## config.mk

```make
export PLATFORM = sky130hd
export DESIGN_NAME = pipe_hazard_ctrl
export DESIGN_NICKNAME = d
export VERILOG_FILES = /design/src/rtl/pipe_hazard_ctrl.sv
export SDC_FILE = /design/constraint.sdc
export NUM_CORES = 1
export LEC_CHECK = 0
export ABC_AREA = 1
export BUFFER_PORTS_ARGS = -buffer_cell sky130_fd_sc_hd__clkbuf_2
export CORE_ASPECT_RATIO = 0.8
export CORE_MARGIN = 10
export CORE_UTILIZATION = 50
export DETAILED_ROUTE_END_ITERATION = 8
export GPL_TIMING_DRIVEN = 0
export PLACE_DENSITY_LB_ADDON = 0.08
export RECOVER_POWER = 25
export SYNTH_ARGS = -nofsm -noshare
export SYNTH_HDL_FRONTEND = slang
export SYNTH_SLANG_ARGS = --single-unit
```

## constraint.sdc

```tcl
create_clock -name clk -period 1.5 [get_ports clk]
set_input_delay 0.075 -clock clk [delete_from_list [all_inputs] [get_ports clk]]
set_output_delay 0.075 -clock clk [all_outputs]
set_load 0.005 [all_outputs]
```

## src/rtl/pipe_hazard_ctrl.sv

```systemverilog
// Pipeline control for the 5-stage DataCycle core: RAW scoreboard stalls, branch shadow, memory hold.
// Optional perf counters: define HAZ_PERF_CNT_EN to add stall_cnt / redirect_cnt.
module pipe_hazard_ctrl #(
    parameter int unsigned RIDX_W    = 5,
    parameter int unsigned BR_SHADOW = 3,
    parameter int unsigned ZERO_REG  = 1
) (
    input  logic              clk,
    input  logic              rst,
    input  logic [RIDX_W-1:0] id_rx,
    input  logic [RIDX_W-1:0] id_ry,
    input  logic              id_rx_used,
    input  logic              id_ry_used,
    input  logic [RIDX_W-1:0] id_rz,
    input  logic              id_rin,
    input  logic              id_is_ctrl,
    input  logic              wb_mp0,
    input  logic              ext_hold,
    output logic              pc_stall,
    output logic              p1_stall,
    output logic              p2_stall,
    output logic              p3_stall,
    output logic              p4_stall,
    output logic              p1_flush,
    output logic              p2_flush,
    output logic [1:0]        ctrl_state
`ifdef HAZ_PERF_CNT_EN
    ,
    output logic [15:0]       stall_cnt,
    output logic [15:0]       redirect_cnt
`endif
);

    localparam int unsigned     CNT_W    = (BR_SHADOW > 2) ? $clog2(BR_SHADOW) : 1;
    localparam logic [CNT_W-1:0] CNT_LOAD = CNT_W'(BR_SHADOW - 1);
    localparam bit              ZERO_EN  = (ZERO_REG != 0);

    typedef enum logic [1:0] {
        ST_RUN    = 2'b00,
        ST_SHADOW = 2'b01,
        ST_HOLD   = 2'b10
    } state_t;

    state_t            state_q, state_d;
    state_t            saved_q, saved_d;
    state_t            eff_state;
    logic [CNT_W-1:0]  cnt_q, cnt_d;
    logic              run_eval;
    logic              taken_c;

    logic              sb_ex_vld_q, sb_mem_vld_q, sb_wb_vld_q;
    logic [RIDX_W-1:0] sb_ex_idx_q, sb_mem_idx_q, sb_wb_idx_q;
    logic              sb_ex_vld_d;

    logic              rx_hit, ry_hit, hazard_c;

    // A source hits when any valid in-flight write targets it (r0 exempt when ZERO_EN).
    assign rx_hit = id_rx_used && !(ZERO_EN && (id_rx == '0)) &&
                    ((sb_ex_vld_q  && (sb_ex_idx_q  == id_rx)) ||
                     (sb_mem_vld_q && (sb_mem_idx_q == id_rx)) ||
                     (sb_wb_vld_q  && (sb_wb_idx_q  == id_rx)));
    assign ry_hit = id_ry_used && !(ZERO_EN && (id_ry == '0)) &&
                    ((sb_ex_vld_q  && (sb_ex_idx_q  == id_ry)) ||
                     (sb_mem_vld_q && (sb_mem_idx_q == id_ry)) ||
                     (sb_wb_vld_q  && (sb_wb_idx_q  == id_ry)));
    assign hazard_c = rx_hit || ry_hit;

    assign ctrl_state = state_q;

    // HOLD behaves as the saved state once ext_hold drops, so no extra recovery cycle.
    assign eff_state = (state_q == ST_HOLD) ? saved_q : state_q;

    always_ff @(posedge clk or negedge rst) begin
        if (!rst) begin
            state_q <= ST_RUN;
            saved_q <= ST_RUN;
            cnt_q   <= '0;
        end else begin
            state_q <= state_d;
            saved_q <= saved_d;
            cnt_q   <= cnt_d;
        end
    end

    always_comb begin
        pc_stall = 1'b0;
        p1_stall = 1'b0;
        p2_stall = 1'b0;
        p3_stall = 1'b0;
        p4_stall = 1'b0;
        p1_flush = 1'b0;
        p2_flush = 1'b0;
        state_d  = state_q;
        saved_d  = saved_q;
        cnt_d    = cnt_q;
        run_eval = 1'b0;
        taken_c  = 1'b0;

        if (ext_hold) begin
            pc_stall = 1'b1;
            p1_stall = 1'b1;
            p2_stall = 1'b1;
            p3_stall = 1'b1;
            p4_stall = 1'b1;
            state_d  = ST_HOLD;
            saved_d  = eff_state;
        end else begin
            if (eff_state == ST_SHADOW) begin
                if (cnt_q != '0) begin
                    pc_stall = 1'b1;
                    p1_stall = 1'b1;
                    p2_flush = 1'b1;
                    cnt_d    = cnt_q - CNT_W'(1);
                    state_d  = ST_SHADOW;
                end else if (wb_mp0) begin
                    p1_flush = 1'b1;
                    p2_flush = 1'b1;
                    taken_c  = 1'b1;
                    state_d  = ST_RUN;
                end else begin
                    run_eval = 1'b1;
                end
            end else begin
                run_eval = 1'b1;
            end

            // Not-taken resolution falls through to the normal RUN decision in the same cycle.
            if (run_eval) begin
                state_d = ST_RUN;
                if (hazard_c) begin
                    pc_stall = 1'b1;
                    p1_stall = 1'b1;
                    p2_flush = 1'b1;
                end else if (id_is_ctrl) begin
                    cnt_d   = CNT_LOAD;
                    state_d = ST_SHADOW;
                end
            end
        end
    end

    assign sb_ex_vld_d = !ext_hold && !p2_flush && id_rin && !(ZERO_EN && (id_rz == '0));

    // Scoreboard follows the instruction from EX to WB; frozen with the pipe.
    always_ff @(posedge clk or negedge rst) begin
        if (!rst) begin
            sb_ex_vld_q  <= 1'b0;
            sb_mem_vld_q <= 1'b0;
            sb_wb_vld_q  <= 1'b0;
            sb_ex_idx_q  <= '0;
            sb_mem_idx_q <= '0;
            sb_wb_idx_q  <= '0;
        end else if (!ext_hold) begin
            sb_wb_vld_q  <= sb_mem_vld_q;
            sb_wb_idx_q  <= sb_mem_idx_q;
            sb_mem_vld_q <= sb_ex_vld_q;
            sb_mem_idx_q <= sb_ex_idx_q;
            sb_ex_vld_q  <= sb_ex_vld_d;
            sb_ex_idx_q  <= id_rz;
        end
    end

`ifdef HAZ_PERF_CNT_EN
    // Saturating event counters.
    always_ff @(posedge clk or negedge rst) begin
        if (!rst) begin
            stall_cnt    <= '0;
            redirect_cnt <= '0;
        end else begin
            if (pc_stall && (stall_cnt != 16'hFFFF)) begin
                stall_cnt <= stall_cnt + 16'd1;
            end
            if (taken_c && (redirect_cnt != 16'hFFFF)) begin
                redirect_cnt <= redirect_cnt + 16'd1;
            end
        end
    end
`endif

endmodule

```

# Word-level counts from Yosys, hierarchy flattened
# Index checks and enable logic that the tools add are counted.
# word_totals
ff_bits	24
word_cells	80
inputBits	23
output_inout_bits	9
# op_classes
reduce_logical	30
eq_ne	8
muxes	32
addsub	1
# op_table
cell	n
5-bit equality test	6
2-bit two-way mux	11
1-bit two-way mux	21
5-bit zero test	3
1-bit logical AND	13
1-bit zero test	5
1-bit logical OR	5
4-bit nonzero test	1
3-bit nonzero test	1
2-bit by 1-bit equality test with 1-bit output, second input constant	1
2-bit equality test, second input constant	1
2-bit AND reduction	1
2-bit nonzero test	1
2-bit by 1-bit subtractor with 2-bit output, second input constant	1

# Logic depth before layout (Yosys ltp)
# Gate-level depths: netlist (run 1).
# depth
ltp_word	13
depth_mapped	11

# Worst setup path before layout (run 1)
# OpenSTA, ideal clock, no wires.
# synth_path
path_kind	flip-flop to output port
start	register sb_mem_idx_q[0]
end	output port pc_stall
stages_incl_launch_ff	12
t_arrival_ps	1231
required_ps	1425
path_slack_ps	194
cell_sequence	dfrtp_1 -> inv_1 -> nand2_1 -> nand2_1 -> nor2_2 -> nand3_1 -> nand3_2 -> nand2_2 -> nand2_1 -> a21oi_1 -> o21ai_1 -> buf_4
# synth_via
elab_chain_cells	9
# synth_rtl
item	line_no	rtl
from (decl)	52	logic [RIDX_W-1:0] sb_ex_idx_q, sb_mem_idx_q, sb_wb_idx_q;
from (signal assigned)	157	sb_mem_idx_q <= sb_ex_idx_q;
5-bit equality test, on equally long branches	60, 64	
1-bit logical AND, on equally long branches	60, 64	
1-bit logical OR, on equally long branches	59, 63	
1-bit logical OR, on equally long branches	60, 64	
1-bit logical AND, on equally long branches	58, 62	
1-bit logical OR *	66	assign hazard_c = rx_hit || ry_hit;
1-bit two-way mux * (3 in series)	-	
to (decl)	19	output logic pc_stall,
# Mark *: on every way between the ends. The rest lies on a longest branch, timed or not.

# Worst setup path after layout (run 1)
# layout_path
start	register sb_ex_idx_q[2]
end	output port pc_stall
# layout_via
elab_chain_cells	9
# layout_rtl
item	line_no	rtl
from (decl)	52	
from (signal assigned)	159	sb_ex_idx_q <= id_rz;
5-bit equality test, on equally long branches	59, 63	
1-bit logical AND, on equally long branches	59, 63	
1-bit logical OR, on equally long branches	59, 63	
1-bit logical OR, on equally long branches	60, 64	
1-bit logical AND, on equally long branches	58, 62	
1-bit logical OR *	66	
1-bit two-way mux *	130	if (hazard_c) begin
1-bit two-way mux *	128	if (run_eval) begin
1-bit two-way mux *	99	if (ext_hold) begin
# Marks and branches as above.

==> results.toml, run 1 <==
[drt]
drc = 0
wl_per_cell_um = 13.3
wl_met1_um = 2060
drt_wl_total_um = 4390
route.met3.wl_um = 326
viasPerCell = 5.05
top_layer = "met4"
drtPass1Iterations = 4
drtIter0Drc = 104
wl_met2_um = 1980
vias = 1671
ant_nets = 0

[critical_path]
reg2reg_from = "sb_mem_idx_q[3]"
reg2reg_slack_ns = 0
crit_path_end_kind = "primary output"
crit_top_cell = "nand2_1"
critPathArrivalTime_ns = 1.74
path_depth = 12
path_class = "reg -> out"
slowest_stage = "dfrtp_1"
max_stage_delay_ns = 0.45
cp_data_required_time_ns = 1.42
cp_top_family = "simple AND/OR/NAND/NOR gates"
path_cells = "inv_2 > nand2_1 > nand2_1 > nor2_1 > nand3_1 > nand3_2 > nand2_2 > nand2_4 > a21oi_2 > o21ai_2 > buf_4 > clkbuf_2"
r2r_end = "cnt_q[0]"
reg2reg_depth = 11
path_buf_inv = 3
cp-start-kind = "register"
cp_max_fo = 4

[sta]
hold_viol_final = 0
slew-limit-headroom_pct = 58.9
clock_skew_ns = 0.00271
setup_viol = 5
clock.fmax_mhz = 551
rsz0062_at_grt = "yes"
worst_pin_slew_ns = 0.616
finalWorstSetupSlack_ns = -0.315
slew_violations = 0
fin_crit_ns = 1.81
fin_crit_sh_pct = 121
hold_ws_ns = 0.0487

[layout]
drive_gt1_share_pct = 30.9
area_delta_synth_final_pct = 24.2
nets = 316
num_antenna_cells = 0
fillers = 303
multi_input_area_um2 = 872
regArea_um2 = 601

[pwr]
power.total_uw = 1830
irDropWorstVdd_uv = 473
p_per_area_nw_per_um2 = 921
leakage_uw = 0.00108

[floorplan]
start_util_pct = 51.8
num_rows = 18
fp.coreArea_um2 = 3090
dieWidth_um = 83.2
die_h_um = 70.6
dieArea_um2 = 5870
io-pin-count = 32

[synthesis]
synth-seq-area-share_pct = 37.6
synth_nets = 272
syn-instance-count = 249
ys_types = 21
yosys.area.top_type_share_pct = 37.6
synthTopCellsByArea = "dfrtp_1, nand2_1, o21ai_0, inv_1, nor2_1"
synth.largest_area_cell = "dfrtp_1"
yosysWarningCount = 0
synth_seq_cells = 24
avgSynthCellArea_um2 = 6.42
syn_area_um2 = 1600

[worst_hold_path]
hold_path.class = "in -> reg"
whs_path_depth = 3
worstHoldStart = "id_rz[3]"
holdPathEnd = "sb_ex_idx_q[3]"

[global_route]
grt_pass1_vias = 1551
antenna_found_initial = 0
grt_use_total_pct = 14.6
grt_max_degree = 25
grt_pass1_wl_um = 7160
overflow = 0

[clocking]
cts_sinks = 24
clk_latency_ns = 0.26
cts-root-buf = "clkbuf_8"
htreeDepth = 1
path_clk_slew_ns = 0.08
numCtsBuffers = 3
cts_tree = "done"
clockBufferDepth = 2

[outcome]
status = "finished with violations"
violations = "negative setup slack"

[place]
dp.final_hpwl_um = 3250
portBuffers = 30
globalplace.congestion = 0.890

[flow_run]
max_cap_violations = 0
==> repair_timing <==
item | 4_1_cts | 5_1_grt
resized for setup | 16 | 16
endpoints found under the hold margin | 24 | 0
endpoints found under the setup margin | 4 | 8
pin swaps | 7 | 17
gates cloned | 0 | 0
hold buffers | 1 | 0
buffers inserted | 4 | 5
==> cells in the final DEF, fill, tap and decap left out, drive strengths merged <==
master       netlist  routed
xor2               2       2
a21oi              5       5
nor2              27      27
clkbuf             5      36
dlygate4sd3        0       1
o22ai              1       1
nand4              2       2
o31ai              3       3
buf                5      15
nand3             13      13
o21ai             30      30
inv               39      39
nand2             93      93
dfrtp             24      24
==> tightest hold or removal path, cell delays in order <==
cell and delay (ns):
clkbuf_2 0.08, inv_1 0.05, o21ai_0 0.07
==> cell type report <==
type / instances / share of cell area, %
Buffer: 10 / 2.71
Clock buffer: 3 / 2.08
Inverter: 39 / 7.38
Multi-Input combinational cell: 176 / 43.9
Sequential cell: 24 / 30.3
Tap cell: 40 / 2.52
Timing Repair Buffer: 39 / 11.1
==> power by group <==
| part | internal, uW | switching (uW) |
|---|---|---|
| registers | 737 | 105 |
| logic | 253 | 353 |
| clock network | 180 | 200 |
| total | 1170 | 658 |
==> through the flow <==
stage | setup slack, ns | cells | utilization [%] | setup TNS (ns) | area (um^2)
global route | -0.426 | 331 | 64.3 | -1.59 | 1980
CTS | -0.281 | 327 | 62.0 | -0.609 | 1910
floorplan | 0.194 | 249 | - | 0 | 1600
finish | -0.315 | 331 | 64.3 | -0.879 | 1980
detailed placement | -0.0651 | 319 | 58.3 | -0.0651 | 1800
global placement | -0.0513 | 319 | 58.3 | -0.0513 | 1800
==> state kept, by name, indices dropped and copies added, names as in the netlist <==
register,flops
cnt_q,2
ctrl_state,2
saved_q,2
sb_ex_idx_q,5
sb_ex_vld_q,1
sb_mem_idx_q,5
sb_mem_vld_q,1
sb_wb_idx_q,5
sb_wb_vld_q,1
==> cells by family after synthesis <==
kind of cell	Yosys count	share of synthesized area, %
and+or+nand+nor	135	35.1
xor gates and xnor gates	2	1.10
buffers and inverters	49	12.5
DFF	24	37.6
AOI/OAI and AO/OA	39	13.7
==> synthesized netlist by cell type, drive strengths merged <==
cell,n
a21oi,5
buf,5
clkbuf,5
dfrtp,24
inv,39
nand2,93
nand3,13
nand4,2
nor2,27
o21ai,30
o22ai,1
o31ai,3
xor2,2
==> worst max path at each step <==
| stage | slack, ns | end | start |
|---|---|---|---|
| detailed placement | -0.07 | pc_stall | sb_mem_idx_q[3] |
| finish | -0.31 | pc_stall | sb_ex_idx_q[2] |
| CTS | -0.28 | pc_stall | sb_ex_idx_q[2] |
| global placement | -0.05 | pc_stall | sb_mem_idx_q[3] |
| global route | -0.43 | pc_stall | sb_mem_idx_q[3] |
| floorplan | 0.19 | pc_stall | sb_mem_idx_q[0] |
==> per-layer routing <==
layer,vias up,track usage [%]
met3,4,4.58
met1,770,19.4
met2,47,22.7
met5,-,0
li1,850,-
met4,0,2.83
Power figures use the tool's default switching activity.
==> inputs of run 2 (changes only) <==
--- a/config.mk
+++ b/config.mk
@@ -7,10 +7,10 @@
 export LEC_CHECK = 0
 export ABC_AREA = 1
 export BUFFER_PORTS_ARGS = -buffer_cell sky130_fd_sc_hd__clkbuf_2
-export CORE_ASPECT_RATIO = 0.8
 export CORE_MARGIN = 10
 export CORE_UTILIZATION = 50
 export DETAILED_ROUTE_END_ITERATION = 8
+export GPL_ROUTABILITY_DRIVEN = 0
 export GPL_TIMING_DRIVEN = 0
 export PLACE_DENSITY_LB_ADDON = 0.08
 export RECOVER_POWER = 25
==> results.toml, run 2 (same netlist as run 1, synthesis figures left out) <==
[clocking]
cts_tree = "done"
clk_latency_ns = 0.33
cts_sinks = 24
htreeDepth = 1
cts-root-buf = "clkbuf_4"
clockBufferDepth = 2
path_clk_slew_ns = 0.15
numCtsBuffers = 3

[layout]
num_antenna_cells = 0
top_regs = "sb_ex_idx_q: 5 flops, sb_mem_idx_q: 5 flops, sb_wb_idx_q: 5 flops"
drive_gt1_share_pct = 31.4
fin_util_pct = 68.9
layout_commonest_cell = "nand2_1"
nets = 330
multi_input_area_um2 = 862
area_delta_synth_final_pct = 31.6
final_cell_mix = "nand2_1, nor2_1, clkbuf_2"
fillers = 278
regArea_um2 = 603

[floorplan]
num_rows = 20
dieArea_um2 = 5860
fp.coreArea_um2 = 3050
dieWidth_um = 76.5
start_util_pct = 52.3
io-pin-count = 32
die_h_um = 76.5

[pwr]
p_per_area_nw_per_um2 = 885
irDropWorstVdd_uv = 718
seqPwrFrac_pct = 44.7
leakage_uw = 0.00115
p_sw_uw = 678
intPower_uw = 1180
clkPwrFrac_pct = 19.5
p_comb_share_pct = 35.8
swShare_pct = 36.5

[sta]
fin_crit_ns = 1.92
rsz0062_at_grt = "yes"
finalWorstSetupSlack_ns = -0.420
setup_tns_ns = -1.46
slew-limit-headroom_pct = 60.1
hold_viol_final = 0
clock_skew_ns = 0.00744
slew_violations = 0
fin_crit_sh_pct = 128
worst_pin_slew_ns = 0.599
hold_ws_ns = 0.0171
clock.fmax_mhz = 521
setup_viol = 7

[global_route]
grt_max_degree = 25
overflow = 0
antenna_found_initial = 0
grt_use_total_pct = 15.7
grt_pass1_wl_um = 7770
grt_pass1_vias = 1726

[drt]
wl_per_cell_um = 12.8
drc = 0
top_layer = "met4"
ant_nets = 0
viasPerCell = 4.91
vias = 1720
drtPass1Iterations = 4
route.met3.wl_um = 320
drtIter0Drc = 128
drt_wl_total_um = 4490
wl_met2_um = 2120
wl_met1_um = 2010

[critical_path]
cp_max_fo = 4
cp-start-kind = "register"
cp_data_required_time_ns = 1.42
path_class = "reg -> out"
critPathArrivalTime_ns = 1.84
reg2reg_depth = 10
crit_path_end_kind = "primary output"

[outcome]
violations = "negative setup slack"
status = "finished with violations"

[place]
dp.final_hpwl_um = 3220
portBuffers = 30
place_ws_ns = -0.0522

[worst_hold_path]
whs_path_depth = 2
hold_path.class = "in -> reg"

[flow_run]
max_cap_violations = 0
-- run 2: cell count changes in the layout (fill, tap and decap cells not counted), moves of 3 or more --
cell,previous run,this run
nand2_2,6,3
nand2_1,85,88
clkbuf_4,0,3
dlygate4sd3_1,1,8
buf_4,11,17
-- run 2: what timing repair did --
action | in CTS | in global routing
hold endpoints to repair | 31 | 0
pin swaps | 16 | 21
setup buffers | 12 | 3
hold buffers | 8 | 0
resized for setup | 16 | 16
endpoints found under the setup margin | 4 | 8
-- run 2: worst max-delay path, stage by stage (launching register included) --
cell      delay [ns]
dfrtp_2         0.47
inv_2           0.08
nand2_1         0.05
o21ai_1         0.07
nor2_1          0.05
nand3_1         0.07
nand3_2         0.09
nand2_2         0.09
nand2_4         0.06
a21oi_2         0.17
o21ai_2         0.08
buf_4           0.13
clkbuf_2        0.10
-- run 2: metrics by stage --
step                instances  instance area (um^2)  power, uW
floorplan                 249                  1600       1170
global placement          323                  1800       1330
detailed placement        323                  1800       1340
CTS                       347                  2040       1810
global route              350                  2100       1990
finish                    350                  2100       1860
-- run 2: layout make-up --
| class | instances | area share [%] |
|---|---|---|
| clock buffer | 4 | 1.73 |
| inverter | 39 | 6.96 |
| multi-input combinational | 176 | 41.0 |
| sequential | 24 | 28.7 |
| timing repair buffer | 53 | 16.5 |
| buffer | 10 | 2.56 |
| tap | 44 | 2.62 |
-- run 2: worst paths after layout --
| kind | from | end | slack, ns |
|---|---|---|---|
| max | sb_ex_idx_q[3] | pc_stall | -0.42 |
| min | ext_hold | ctrl_state[1] | 0.02 |
| max reg2reg | sb_wb_idx_q[1] | cnt_q[0] | -0.07 |
| min reg2reg | sb_wb_idx_q[2] | sb_wb_idx_q[2] | 0.53 |
| max in group asynchronous | rst | sb_ex_idx_q[3] | 0.81 |
| min in group asynchronous | rst | sb_wb_idx_q[4] | 0.27 |
-- run 2: metal layers --
metal  global-route usage (%)  up-vias
li1                         -      882
met1                     19.5      771
met2                     25.9       62
met5                        0        -
met3                     3.54        5
met4                     5.20        0
-- run 2: power groups by stage --
stage	Sequential (uW)	Clock, uW	Combinational (uW)
2_1_floorplan	812	0	353
3_3_place_gp	834	0	494
3_5_place_dp	835	0	502
4_1_cts	828	362	618
5_1_grt	847	389	757
6_report	831	363	666
==> inputs of run 3 (changes only) <==
--- a/config.mk
+++ b/config.mk
@@ -7,7 +7,7 @@
 export LEC_CHECK = 0
 export ABC_AREA = 1
 export BUFFER_PORTS_ARGS = -buffer_cell sky130_fd_sc_hd__clkbuf_2
-export CORE_MARGIN = 10
+export CORE_MARGIN = 1.5
 export CORE_UTILIZATION = 50
 export DETAILED_ROUTE_END_ITERATION = 8
 export GPL_ROUTABILITY_DRIVEN = 0
==> results.toml, run 3 (same netlist as run 1, synthesis figures left out) <==
[sta]
setup_viol = 7
fin_crit_sh_pct = 123
setup_tns_ns = -1.10
clock.fmax_mhz = 540
rsz0062_at_grt = "yes"
hold_ws_ns = 0.0458
slew-limit-headroom_pct = 58.8
finalWorstSetupSlack_ns = -0.352
hold_viol_final = 0
clock_skew_ns = 0.00901
slew_violations = 0
fin_crit_ns = 1.85
worst_pin_slew_ns = 0.618

[floorplan]
dieArea_um2 = 3540
die_h_um = 59.5
fp.coreArea_um2 = 3050
io-pin-count = 32
start_util_pct = 52.3
dieWidth_um = 59.5
num_rows = 20

[drt]
vias = 1754
ant_nets = 0
drt_wl_total_um = 4470
wl_per_cell_um = 12.8
drtIter0Drc = 90
drtPass1Iterations = 4
viasPerCell = 5.01
drc = 0

[layout]
top_regs = "sb_ex_idx_q: 5 flops, sb_mem_idx_q: 5 flops, sb_wb_idx_q: 5 flops"
multi_input_area_um2 = 842
num_antenna_cells = 0
layout_commonest_cell = "nand2_1"
regArea_um2 = 601
fin_util_pct = 67.9
fin_cells = 350
area_delta_synth_final_pct = 29.8
nets = 331
final_cell_mix = "nand2_1, clkbuf_2, nor2_1, dfrtp_1"
fillers = 294
final_area_um2 = 2070
drive_gt1_share_pct = 30.7

[clocking]
numCtsBuffers = 3
cts_tree = "done"
clockBufferDepth = 2
path_clk_slew_ns = 0.13
htreeDepth = 1
cts_sinks = 24
cts-root-buf = "clkbuf_4"
clk_latency_ns = 0.31

[worst_hold_path]
worstHoldStart = "ext_hold"
holdPathEnd = "ctrl_state[1]"
hold_path.class = "in -> reg"
whs_path_depth = 2

[flow_run]
max_cap_violations = 0

[critical_path]
r2r_end = "cnt_q[0]"
reg2reg_depth = 10
reg2reg_slack_ns = -0.06
crit_path_end_kind = "primary output"
cp-start-kind = "register"
startpoint = "sb_mem_idx_q[3]"
path_class = "reg -> out"
cp_max_fo = 4
reg2reg_from = "sb_wb_idx_q[4]"
critPathArrivalTime_ns = 1.78
cp_data_required_time_ns = 1.42

[place]
post_dp_cell_area_um2 = 1800
placed_cells = 323
portBuffers = 30
dp.final_hpwl_um = 3010

[pwr]
leakage_uw = 0.00114
irDropWorstVdd_uv = 582
p_per_area_nw_per_um2 = 864

[outcome]
violations = "negative setup slack"
status = "finished with violations"

[global_route]
antenna_found_initial = 0
grt_pass1_vias = 1606
overflow = 0
grt_max_degree = 25
grt_use_total_pct = 27.5
grt_pass1_wl_um = 7210
[run 3: changes by cell type in the layout (fill, tap and decap cells not counted), sizes merged]
cell / before / now
clkbuf: 36 / 39
buf: 23 / 20
[run 3: how the worst max path moves through the flow]
stage / endpoint / slack (ns) / cells after the start
5_1_grt: pc_stall / -0.47 / 12
3_5_place_dp: pc_stall / -0.04 / 12
4_1_cts: pc_stall / -0.33 / 12
6_report: pc_stall / -0.35 / 12
3_3_place_gp: pc_stall / -0.02 / 12
2_1_floorplan: pc_stall / 0.19 / 11
[run 3: layout make-up]
class | instances | area share (%)
flip-flops and latches | 24 | 29.0
repair buffers | 54 | 17.0
multi-input cells | 176 | 40.6
clock buffers | 3 | 1.09
well taps | 44 | 2.66
plain buffers | 10 | 2.60
inverters | 39 | 7.06
[run 3: metrics by stage]
step                      power [uW]  setup WS (ns)
final                           1790         -0.352
after global routing            1910         -0.469
after CTS                       1740         -0.329
after detailed placement        1330        -0.0384
after global placement          1330        -0.0226
after floorplan                 1170          0.194
[run 3: critical path, stage by stage, from the launching register on]
cell,delay [ns]
dfrtp_1,0.45
inv_2,0.08
nand2_1,0.05
nand2_1,0.07
nor2_2,0.04
nand3_1,0.08
nand3_2,0.08
nand2_2,0.09
nand2_2,0.08
a21oi_2,0.15
o21ai_2,0.07
buf_4,0.13
clkbuf_2,0.10
[run 3: repair_timing]
action	in CTS	in global routing
pin swaps	14	16
setup endpoints to repair	4	8
endpoints found under the hold margin	31	0
buffers inserted	13	3
hold buffers	8	0
resized for setup	14	8
[run 3: power breakdown]
part	internal, uW	total, uW	switching, uW
combinational	300	682	382
clock	93.8	281	188
sequential	737	827	90.2
[run 3: layer usage]
| metal | wire length (um) | global-route usage (%) |
|---|---|---|
| met5 | 0 | 0 |
| met4 | 83 | 10.2 |
| met1 | 1920 | 35.3 |
| met3 | 281 | 3.06 |
| met2 | 2180 | 47.4 |
